<file path="src/rtl/vram_wr_arbiter.sv">
// rtl/vram_wr_arbiter.sv - VRAM write-port arbiter (renderer/host/clear sweep); VRAM_ARB_RR_EN selects round-robin
module vram_wr_arbiter #(
  parameter int DW       = 24,
  parameter int AW       = 16,
  parameter int NPIX     = 53760,
  parameter int MAX_WAIT = 15
) (
  input  logic          clk,
  input  logic          reset,
  input  logic          ren_valid,
  output logic          ren_ready,
  input  logic [AW-1:0] ren_adr,
  input  logic [DW-1:0] ren_d,
  input  logic          host_valid,
  output logic          host_ready,
  input  logic [AW-1:0] host_adr,
  input  logic [DW-1:0] host_d,
  output logic          host_err,
  input  logic          clr_start,
  input  logic [DW-1:0] clr_color,
  output logic          clr_busy,
  output logic          clr_done,
  output logic          vram_we,
  output logic [AW-1:0] vram_wadr,
  output logic [DW-1:0] vram_d
);

  typedef enum logic {ARB = 1'b0, CLEAR = 1'b1} state_t;

  localparam logic [AW-1:0] LAST_ADR = AW'(NPIX - 1);
  localparam logic [AW-1:0] NPIX_ADR = AW'(NPIX);

  state_t        r_state;
  state_t        w_next_state;
  logic [AW-1:0] r_clr_adr;
  logic [DW-1:0] r_clr_color;
  logic          w_ren_xfer;
  logic          w_host_xfer;
  logic          w_host_oor;
  logic          w_clr_last;

`ifdef VRAM_ARB_RR_EN
  logic r_last_host;
`else
  localparam int WW = $clog2(MAX_WAIT + 1);
  localparam logic [WW-1:0] WAIT_MAX = WW'(MAX_WAIT);
  logic [WW-1:0] r_wait;
  logic          w_host_pri;
  assign w_host_pri = (r_wait == WAIT_MAX);
`endif

  assign w_ren_xfer  = ren_valid && ren_ready;
  assign w_host_xfer = host_valid && host_ready;
  assign w_host_oor  = (host_adr >= NPIX_ADR);
  assign w_clr_last  = (r_clr_adr == LAST_ADR);
  assign clr_busy    = (r_state == CLEAR);

  // Grant selection and next-state; grants are held off during reset and while clearing
  always_comb begin
    w_next_state = r_state;
    ren_ready    = 1'b0;
    host_ready   = 1'b0;
    if (r_state == ARB) begin
      if (reset) begin
`ifdef VRAM_ARB_RR_EN
        if (ren_valid && host_valid) begin
          ren_ready  = r_last_host;
          host_ready = !r_last_host;
        end else begin
          ren_ready  = ren_valid;
          host_ready = host_valid;
        end
`else
        ren_ready  = ren_valid && !(w_host_pri && host_valid);
        host_ready = host_valid && !(ren_valid && !(w_host_pri && host_valid));
`endif
      end
      if (clr_start) begin
        w_next_state = CLEAR;
      end
    end else if (w_clr_last) begin
      w_next_state = ARB;
    end
  end

  // State register
  always_ff @(posedge clk) begin
    if (!reset) r_state <= ARB;
    else        r_state <= w_next_state;
  end

  // Clear sweep address and latched fill colour
  always_ff @(posedge clk) begin
    if (!reset) begin
      r_clr_adr   <= '0;
      r_clr_color <= '0;
    end else if (r_state == CLEAR) begin
      r_clr_adr <= w_clr_last ? '0 : r_clr_adr + 1'b1;
    end else if (clr_start) begin
      r_clr_adr   <= '0;
      r_clr_color <= clr_color;
    end
  end

`ifdef VRAM_ARB_RR_EN
  // Remember who was granted last so contention alternates
  always_ff @(posedge clk) begin
    if (!reset)           r_last_host <= 1'b1;
    else if (w_ren_xfer)  r_last_host <= 1'b0;
    else if (w_host_xfer) r_last_host <= 1'b1;
  end
`else
  // Host starvation counter; frozen while clearing
  always_ff @(posedge clk) begin
    if (!reset) begin
      r_wait <= '0;
    end else if (r_state == ARB) begin
      if (host_valid && !host_ready) begin
        if (r_wait != WAIT_MAX) r_wait <= r_wait + 1'b1;
      end else begin
        r_wait <= '0;
      end
    end
  end
`endif

  // Registered VRAM write bus and status pulses
  always_ff @(posedge clk) begin
    if (!reset) begin
      vram_we   <= 1'b0;
      vram_wadr <= '0;
      vram_d    <= '0;
      host_err  <= 1'b0;
      clr_done  <= 1'b0;
    end else begin
      vram_we  <= 1'b0;
      host_err <= 1'b0;
      clr_done <= 1'b0;
      if (r_state == CLEAR) begin
        vram_we   <= 1'b1;
        vram_wadr <= r_clr_adr;
        vram_d    <= r_clr_color;
        clr_done  <= w_clr_last;
      end else if (w_ren_xfer) begin
        vram_we   <= 1'b1;
        vram_wadr <= ren_adr;
        vram_d    <= ren_d;
      end else if (w_host_xfer) begin
        if (w_host_oor) begin
          host_err <= 1'b1;
        end else begin
          vram_we   <= 1'b1;
          vram_wadr <= host_adr;
          vram_d    <= host_d;
        end
      end
    end
  end

endmodule

</file>
<file path="config.mk">
export PLATFORM = sky130hd
export DESIGN_NAME = vram_wr_arbiter
export DESIGN_NICKNAME = d
export VERILOG_FILES = /design/src/rtl/vram_wr_arbiter.sv
export SDC_FILE = /design/constraint.sdc
export NUM_CORES = 1
export LEC_CHECK = 0
export ABC_AREA = 1
export BUFFER_PORTS_ARGS = -buffer_cell sky130_fd_sc_hd__buf_2
export CAP_MARGIN = 20
export CORE_ASPECT_RATIO = 1.25
export CORE_MARGIN = 2
export CORE_UTILIZATION = 40
export DETAILED_ROUTE_END_ITERATION = 16
export SLEW_MARGIN = 20
export SYNTH_ARGS = -nofsm -noshare
export SYNTH_HDL_FRONTEND = slang
export SYNTH_SLANG_ARGS = --single-unit
</file>
<file path="constraint.sdc">
create_clock -name clk -period 2 [get_ports clk]
set_input_delay 0.2 -clock clk [delete_from_list [all_inputs] [get_ports clk]]
set_output_delay 0.2 -clock clk [all_outputs]
set_load 0.01 [all_outputs]
</file>
==> impl_metrics.csv, run 1 <==
group,metric,value,unit
die,fp.dieArea,13900,um^2
placed_design,gp_congestion,0.860,
placed_design,portBuffers,154,
cells_and_area,n_fill_cell,1410,
outcome,outcome,"finished, final reports clean",
cts,cts_buffers,9,
grt,grt_max_degree,73,
die,die_x,106,um
cts,clk_pin_slew,70,ps
pwr,ir_worst_vdd,0.447,mV
cells_and_area,drive_gt1_frac,0.206,
sta,relSlewSlack,0.437,
worst_setup_path,crit_family,"buffers and inverters",
worst_setup_path,critPathLaunch,"clr_busy",
cells_and_area,stdcell_area,6430,um^2
yosys,syn_nets,968,
sta,final-setup-viol-count,0,
cts,clock_sinks,88,
sta,timing.final.crit_share,0.891,
yosys,async_reset_ff_frac,0,
yosys,yosysSeqAreaShare,0.340,
min_path,hp-class,"primary input to register",
placed_design,placed_area,6120,um^2
yosys,synthCells,857,
die,floorplan.rows,46,
die,die_y,131,um
yosys,avgSynthCellArea,6.04,um^2
detailed_routing,vias,5624,
pwr,p_per_area,744,nW/um^2
worst_setup_path,cp.required,1800,ps
worst_setup_path,crit_path_max_fanout,45,
sta,slew_viol_final,0,
yosys,yosys_warnings,0,
worst_setup_path,end_kind,"output pin",
worst_setup_path,crit_type,"register to output pin",
sta,hold_viol,0,
die,start_util,0.409,
grt,grt.overflow.total,0,
worst_setup_path,reg2reg_from,"r_wait[0]",
cts,postCtsSetupBuffers,0,
flow_run,drv_cap,0,
die,io_pins,155,
yosys,synth_edf_count,0,
detailed_routing,ant_nets,0,
cts,clock_path_buffers,2,
sta,max_slew.worst_pin.slew,843,ps
detailed_routing,drc,0,
pwr,leakage,0.00341,uW
sta,fin_skew,8.41,ps
sta,fmax,561,MHz
yosys,synth_seq_cells,88,
worst_setup_path,max_stage_delay,520,ps
grt,antenna_found_initial,0,
cts,clk_latency,340,ps
detailed_routing,first_pass_iters,6,
worst_setup_path,path_cells,"buf_4 -> buf_2",
sta,rsz0062_at_grt,"no",
detailed_routing,wl,15500,um
sta,fin_setup_tns,0,ps
detailed_routing,wl_per_cell,13.3,um
cells_and_area,diodes,0,
sta,final.min_clock_period,1780,ps
yosys,synth_ff_type,"dfxtp_1",
worst_setup_path,critPathSlowestCell,"dfxtp_2",
die,coreArea,12700,um^2
grt,grt_pass1_wl,25500,um
cts,ctsHtreeMaxLevel,3,
worst_setup_path,worst_setup_path_start_kind,"register",
cells_and_area,final_cells,1162,
cts,cts_tree,"yes",
worst_setup_path,worst_ep_arrival_time,1580,ps
placed_design,dp_hpwl,11000,um
worst_setup_path,path_buf_inv,2,
yosys,ys_types,28,
detailed_routing,drtIter0Drc,257,
min_path,holdCritStartpoint,"clr_color[7]",
cells_and_area,area.growth.synth_to_final,24.2,%
detailed_routing,viasPerCell,4.84,
grt,grt_pass1_vias,5230,
yosys,syn-cell-area,5180,um^2
cells_and_area,final_nets,1100,
grt,grt_usage,0.225,
cts,cts_root_buffer,"clkbuf_16",
placed_design,place_inst,1146,
[where the power goes]
group | switching, uW | leakage (uW) | internal, uW
clock | 701 | 0.000153 | 1040
sequential | 73.1 | 0.000726 | 1900
combinational | 632 | 0.00253 | 441
[state kept, by name, summed over array words and instances (netlist names)]
name / count
r_clr_adr: 16
vram_d: 24
r_wait: 4
vram_wadr: 16
vram_we: 1
r_clr_color: 24
clr_done: 1
clr_busy: 1
host_err: 1
[kinds of logic (layout without fill, tap and decap cells)]
kind of cell	after synthesis	in the layout	share of synthesized area
AOI/OAI and AO/OA	56	56	0.0589
adders and majority gates	2	2	0.00483
buffers and inverters	165	302	0.126
DFF	88	88	0.340
and+or+nand+nor	546	546	0.470
[layout make-up]
class | count | area (um^2) | share of cell area
Timing Repair Buffer | 176 | 961 | 0.149
Inverter | 110 | 415 | 0.0646
Clock buffer | 12 | 256 | 0.0399
Clock inverter | 4 | 52.6 | 0.00817
Sequential cell | 88 | 1760 | 0.274
Tap cell | 168 | 210 | 0.0327
Multi-Input combinational cell | 604 | 2780 | 0.431
[placed cells by master, fill, tap and decap left out, drive strengths merged]
master / count
a21boi: 1
a21oi: 19
buf: 176
bufinv: 1
clkbuf: 12
clkinv: 4
dfxtp: 88
ha: 2
inv: 109
nand2: 230
nand3: 65
nand3b: 42
nand4: 44
nor2: 161
nor3: 2
o211ai: 1
o21ai: 33
o21bai: 2
or2: 2
[synth_stat cells (8+ instances only)]
library cell | n | area [um^2]
inv_1 | 106 | 398
buf_2 | 21 | 105
a21oi_1 | 17 | 85.1
dfxtp_1 | 88 | 1760
nand3b_1 | 42 | 315
nand4_1 | 44 | 275
clkbuf_1 | 24 | 90.1
buf_1 | 8 | 30.0
nor2_1 | 160 | 601
nand3_1 | 64 | 320
nand2_1 | 227 | 852
o21ai_0 | 33 | 165
[per-layer routing]
layer / vias to the layer above / routed length (um) / track usage
met5: - / 0 / 0
met4: 0 / 165 / 0.0512
met3: 13 / 629 / 0.0357
met2: 110 / 7740 / 0.398
met1: 2546 / 6980 / 0.284
li1: 2955 / - / -
[worst reg2reg max path, stage by stage (launching register included)]
cell and delay [ps]:
dfxtp_1 310, ha_1 200, nand2_1 90, inv_1 50, nand2_2 110, buf_4 290
o21ai_0 150, inv_1 170, nand2_1 70, nand2_1 60, nand2_1 50, nor2_1 90
[path summary, 6_finish.rpt]
kind                            depth (start not counted)  slack (ps)         endpoint
worst min-delay path                                    3         120   r_clr_color[7]
worst max-delay path                                    2         220         clr_busy
worst max register to register                         11         290        r_wait[3]
worst min register to register                          2         490  r_clr_color[14]
[timing repair]
action                                 4_1_cts  5_1_grt
hold buffers                                 0        0
resized for setup                            0        1
endpoints found under the hold margin        0        0
setup endpoints to repair                    0        5
[per-stage QoR]
stage | hold slack [ps] | utilization | power [uW] | worst slack, ps
finish | 118 | 0.508 | 4790 | 218
CTS | 117 | 0.508 | 4840 | 171
floorplan | 366 | - | 2680 | 534
global route | 138 | 0.508 | 5050 | 105
global placement | 463 | 0.483 | 3090 | 221
detailed placement | 472 | 0.483 | 3090 | 172
Power figures use the tool's default switching activity.
==> run 2, diff against run 1 <==
- ABC_AREA: 1 -> unset
- CORE_ASPECT_RATIO: 1.25 -> 0.8
- PLACE_DENSITY: unset -> 0.66
==> impl_metrics.csv, run 2 <==
group,metric,value,unit
outcome,outcome,"finished, final reports clean",
cts,clk_pin_slew,60,ps
worst_setup_path,worst_ep_arrival_time,1720,ps
cts,clock_path_buffers,2,
sta,max_slew.worst_pin.slew,580,ps
yosys,synth_top_cell_area_share,0.397,
yosys,synthCells,504,
cells_and_area,reg_top3,"r_clr_color x24, vram_d x24",
grt,grt_pass1_wl,21300,um
yosys,avgSynthCellArea,8.80,um^2
detailed_routing,ant_nets,0,
placed_design,place_inst,779,
detailed_routing,first_pass_iters,5,
placed_design,gp_congestion,0.907,
yosys,ys_types,46,
pwr,p_per_area,757,nW/um^2
yosys,yosys_warnings,0,
yosys,synth_edf_count,0,
die,floorplan.rows,34,
detailed_routing,viasPerCell,5.64,
cells_and_area,mostFrequentLayoutCell,"buf_2",
detailed_routing,wl,13500,um
cts,ctsHtreeMaxLevel,3,
min_path,hp-class,"primary input to register",
grt,grt_usage,0.226,
sta,fmax,521,MHz
detailed_routing,wl_per_cell,17.0,um
grt,grt_max_degree,40,
placed_design,portBuffers,154,
die,die_y,98.2,um
worst_setup_path,reg2regPathDepth,6,
cells_and_area,final_util,0.530,
sta,fin_setup_tns,0,ps
cells_and_area,final_cells,797,
flow_run,drv_cap,0,
detailed_routing,vias,4498,
cells_and_area,final_nets,757,
die,fp.dieArea,12000,um^2
grt,antenna_found_initial,2,
worst_setup_path,crit_type,"register to output pin",
cells_and_area,final_cell_mix,"buf_2 (154), dfxtp_1 (87), nand2_1 (71)",
detailed_routing,drtIter0Drc,252,
sta,hold_viol,0,
die,die_x,122,um
grt,grt.overflow.total,0,
cts,clock_sinks,88,
sta,whs,99.5,ps
yosys,synth_ff_type,"dfxtp_1",
yosys,syn_nets,615,
detailed_routing,drc,0,
pwr,leakage,0.00245,uW
worst_setup_path,worst_setup_path_start_kind,"register",
yosys,synth_area_leader_cell,"dfxtp_1",
grt,grt_pass1_vias,4253,
sta,rsz0062_at_grt,"no",
cts,cts_tree,"yes",
cts,clk_latency,340,ps
cells_and_area,area.growth.synth_to_final,29.7,%
sta,final-setup-viol-count,0,
die,coreArea,10800,um^2
yosys,async_reset_ff_frac,0,
sta,relSlewSlack,0.609,
yosys,yosysSeqAreaShare,0.397,
cts,cts_buffers,9,
yosys,synth.area.top_cells,"dfxtp_1 (40%), a32o_1 (9.0%), a31oi_1 (7.5%), nand2_1 (6.0%), nand2b_1 (5.5%)",
die,io_pins,155,
sta,final.min_clock_period,1920,ps
worst_setup_path,crit_path_max_fanout,7,
worst_setup_path,end_kind,"output pin",
die,start_util,0.409,
worst_setup_path,cp.required,1800,ps
sta,slew_viol_final,0,
cts,cts_root_buffer,"clkbuf_16",
pwr,ir_worst_vdd,0.454,mV
placed_design,dp_hpwl,9570,um
min_path,min_path_cells,3,
sta,timing.final.crit_share,0.960,
yosys,synthTopCellsByCount,"dfxtp_1 (88), nand2_1 (71), a31oi_1 (53), a32o_1 (40), nand2b_1 (39)",
cts,cts_hold_buf,0,
yosys,yosysMostFrequentCell,"dfxtp_1",
yosys,synth_seq_cells,88,
sta,fin_skew,7.00,ps
cells_and_area,drive_gt1_frac,0.361,
yosys,syn-cell-area,4440,um^2
run 2: kinds of logic (layout without fill, tap and decap cells):
group	count (synthesis)	count (layout)	synth area share
flip-flops	88	88	0.397
adder cells (fa/ha/maj)	2	2	0.00564
other	0	2	0
multiplexers	2	2	0.00451
buffers and inverters	53	200	0.0587
AND/OR/NAND/NOR	179	179	0.219
AO/OA/AOI/OAI	180	180	0.315
run 2: what timing repair did:
item | in CTS | in global routing
buffers inserted | 0 | 0
setup endpoints to repair | 1 | 1
gates resized for setup | 3 | 3
pin swaps | 0 | 1
run 2: worst paths after layout:
check	start	end	slack, ps
worst min-delay path	clr_color[14]	r_clr_color[14]	100
worst max-delay path	r_wait[0]	host_ready	80
worst min register to register	r_clr_color[13]	r_clr_color[13]	450
worst max register to register	r_clr_adr[0]	r_clr_adr[9]	210
run 2: layout make-up:
class,instances,area (um^2)
repair buffers,179,1020
diodes,2,5.00
clock inverters,4,25.0
flip-flops and latches,88,1770
fillers,1049,5100
clock buffers,12,278
inverters,5,18.8
well taps,144,180
multi-input cells,363,2460
run 2: critical path, stage by stage (launching register included):
cell and delay, ps:
dfxtp_1 410, ha_4 180, nand4_4 140, and2_4 240, nor3b_4 240, buf_2 170
run 2: metrics by stage:
stage | cell area [um^2] | power (uW) | setup slack, ps
after floorplan | 4440 | 2400 | 346
after global placement | 5420 | 2710 | 227
after detailed placement | 5420 | 2730 | 218
after CTS | 5730 | 4390 | 4.18
after global routing | 5750 | 4560 | 22.2
final | 5750 | 4360 | 79.6
run 2: report_power, final:
group	switching, uW	internal (uW)	total (uW)
Combinational	381	384	766
Sequential	63.6	1860	1930
Clock	685	981	1670
run 2: routing by layer:
| metal | vias to the layer above | GRT usage | share of wire |
|---|---|---|---|
| met2 | 197 | 0.369 | 0.45 |
| met5 | - | 0 | 0 |
| li1 | 2185 | - | - |
| met1 | 2088 | 0.293 | 0.45 |
| met4 | 0 | 0.0539 | 0.018 |
| met3 | 28 | 0.0672 | 0.081 |
==> run 3, diff against run 2 <==
- CORE_UTILIZATION: 40 -> 50
- CTS_CLUSTER_SIZE: unset -> 24
- PLACE_DENSITY: 0.66 -> 0.8
- REMOVE_ABC_BUFFERS: unset -> 1
==> impl_metrics.csv, run 3 (synthesis results as in run 2) <==
group,metric,value,unit
placed_design,preCtsSetupSlack,170,ps
grt,grt_max_degree,57,
detailed_routing,first_pass_iters,5,
pwr,seqPwrFrac,0.504,
cells_and_area,final_util,0.646,
sta,final.min_clock_period,1900,ps
cells_and_area,n_fill_cell,726,
pwr,netSwitchingFraction,0.293,
grt,grt_pass1_vias,4169,
cells_and_area,final_nets,751,
sta,slew_viol_final,0,
die,floorplan.rows,30,
cells_and_area,seq_area,1760,um^2
sta,fmax,526,MHz
die,fp.dieArea,9650,um^2
pwr,intPower,2690,uW
sta,final-setup-viol-count,0,
cells_and_area,reg_top3,"r_clr_color x24, vram_d x24",
die,die_x,109,um
min_path,hp-class,"primary input to register",
sta,relSlewSlack,0.648,
cts,cts_hold_buf,0,
worst_setup_path,crit_type,"register to output pin",
detailed_routing,vias,4493,
sta,timing.final.crit_share,0.950,
flow_run,drv_cap,0,
die,coreArea,8560,um^2
sta,fin_ws,100,ps
placed_design,placed_area,5320,um^2
cts,cts_root_buffer,"clkbuf_8",
pwr,clkPwrFrac,0.299,
worst_setup_path,crit_path_max_fanout,7,
placed_design,dp_hpwl,8910,um
cts,cts_tree,"yes",
detailed_routing,wl_per_cell,16.7,um
cells_and_area,area.growth.synth_to_final,24.7,%
worst_setup_path,cp.required,1800,ps
cts,clk_pin_slew,100,ps
worst_setup_path,worst_setup_path_start_kind,"register",
placed_design,gp_congestion,0.925,
cells_and_area,final_cell_mix,"buf_2 (154), dfxtp_1 (86), nand2_1 (71)",
cells_and_area,drive_gt1_frac,0.357,
cts,ctsHtreeMaxLevel,3,
pwr,p_per_area,689,nW/um^2
die,io_pins,155,
pwr,power.total,3810,uW
grt,antenna_found_initial,0,
die,start_util,0.518,
cells_and_area,stdcell_area,5530,um^2
die,die_y,88.2,um
cts,cts_buffers,9,
cts,clk_latency,370,ps
detailed_routing,drtIter0Drc,311,
cells_and_area,diodes,0,
placed_design,portBuffers,154,
pwr,leakage,0.00236,uW
worst_setup_path,end_kind,"output pin",
grt,grt.overflow.total,0,
worst_setup_path,worst_ep_arrival_time,1700,ps
pwr,ir_worst_vdd,0.484,mV
grt,grt_pass1_wl,19600,um
cts,postCtsSetupBuffers,0,
grt,grt_usage,0.258,
pwr,combPwrFrac,0.198,
outcome,outcome,"finished, final reports clean",
detailed_routing,ant_nets,0,
sta,fin_skew,11.4,ps
detailed_routing,wl,12700,um
cts,clock_path_buffers,2,
sta,max_slew.worst_pin.slew,521,ps
sta,hold_viol,0,
detailed_routing,viasPerCell,5.94,
cells_and_area,multi_input_area,2460,um^2
cts,clock_sinks,88,
cells_and_area,mostFrequentLayoutCell,"buf_2",
detailed_routing,drc,0,
pwr,power.switching,1120,uW
[run 3: changes by cell type in the layout (fill, tap and decap cells not counted), moves of 2 or more]
cell,before,now
clkbuf_16,10,0
clkbuf_8,2,9
buf_4,20,15
dfxtp_2,0,2
diode_2,2,0
inv_6,0,2
[run 3: power groups by stage]
stage | Combinational, uW | Clock [uW] | Sequential (uW)
2_1_floorplan | 355 | 0 | 2010
3_3_place_gp | 725 | 0 | 1950
3_5_place_dp | 748 | 0 | 1960
4_1_cts | 752 | 1160 | 1920
5_1_grt | 824 | 1230 | 1930
6_report | 753 | 1140 | 1920
[run 3: final timing paths]
kind	start	end	slack, ps	depth (start not counted)
worst max-delay path	r_wait[1]	host_ready	100	5
worst min-delay path	clr_color[18]	r_clr_color[18]	60	3
worst max register to register	r_clr_adr[14]	r_clr_adr[14]	150	5
worst min register to register	r_clr_color[7]	r_clr_color[7]	450	2
[run 3: stage by stage]
stage	hold WS, ps	TNS (ps)	instances
final	57.2	0	757
after CTS	46.9	0	757
after global routing	44.6	-30.9	757
after floorplan	333	-144330	456
after global placement	437	0	741
after detailed placement	441	0	741
[run 3: layout make-up]
cell class,count,area share
Clock buffer,9,0.0224
Clock inverter,7,0.00973
Inverter,5,0.00339
Multi-Input combinational cell,363,0.446
Sequential cell,88,0.319
Tap cell,112,0.0253
Timing Repair Buffer,173,0.174
[run 3: critical path, cell delays in order (launching register included)]
cell,delay [ps]
dfxtp_1,400
ha_4,170
nand4_4,160
and2_4,230
nor3b_4,220
buf_2,160
[run 3: what timing repair did]
| action | CTS | global route |
|---|---|---|
| setup endpoints to repair | 1 | 2 |
| pin swaps | 0 | 1 |
| gates resized for setup | 5 | 3 |
[run 3: per-layer routing]
metal,global-route usage,up-vias,routed length [um]
met4,0.102,0,301
li1,-,2153,-
met3,0.0781,33,1020
met5,0,-,0
met2,0.446,210,6100
met1,0.304,2097,5240
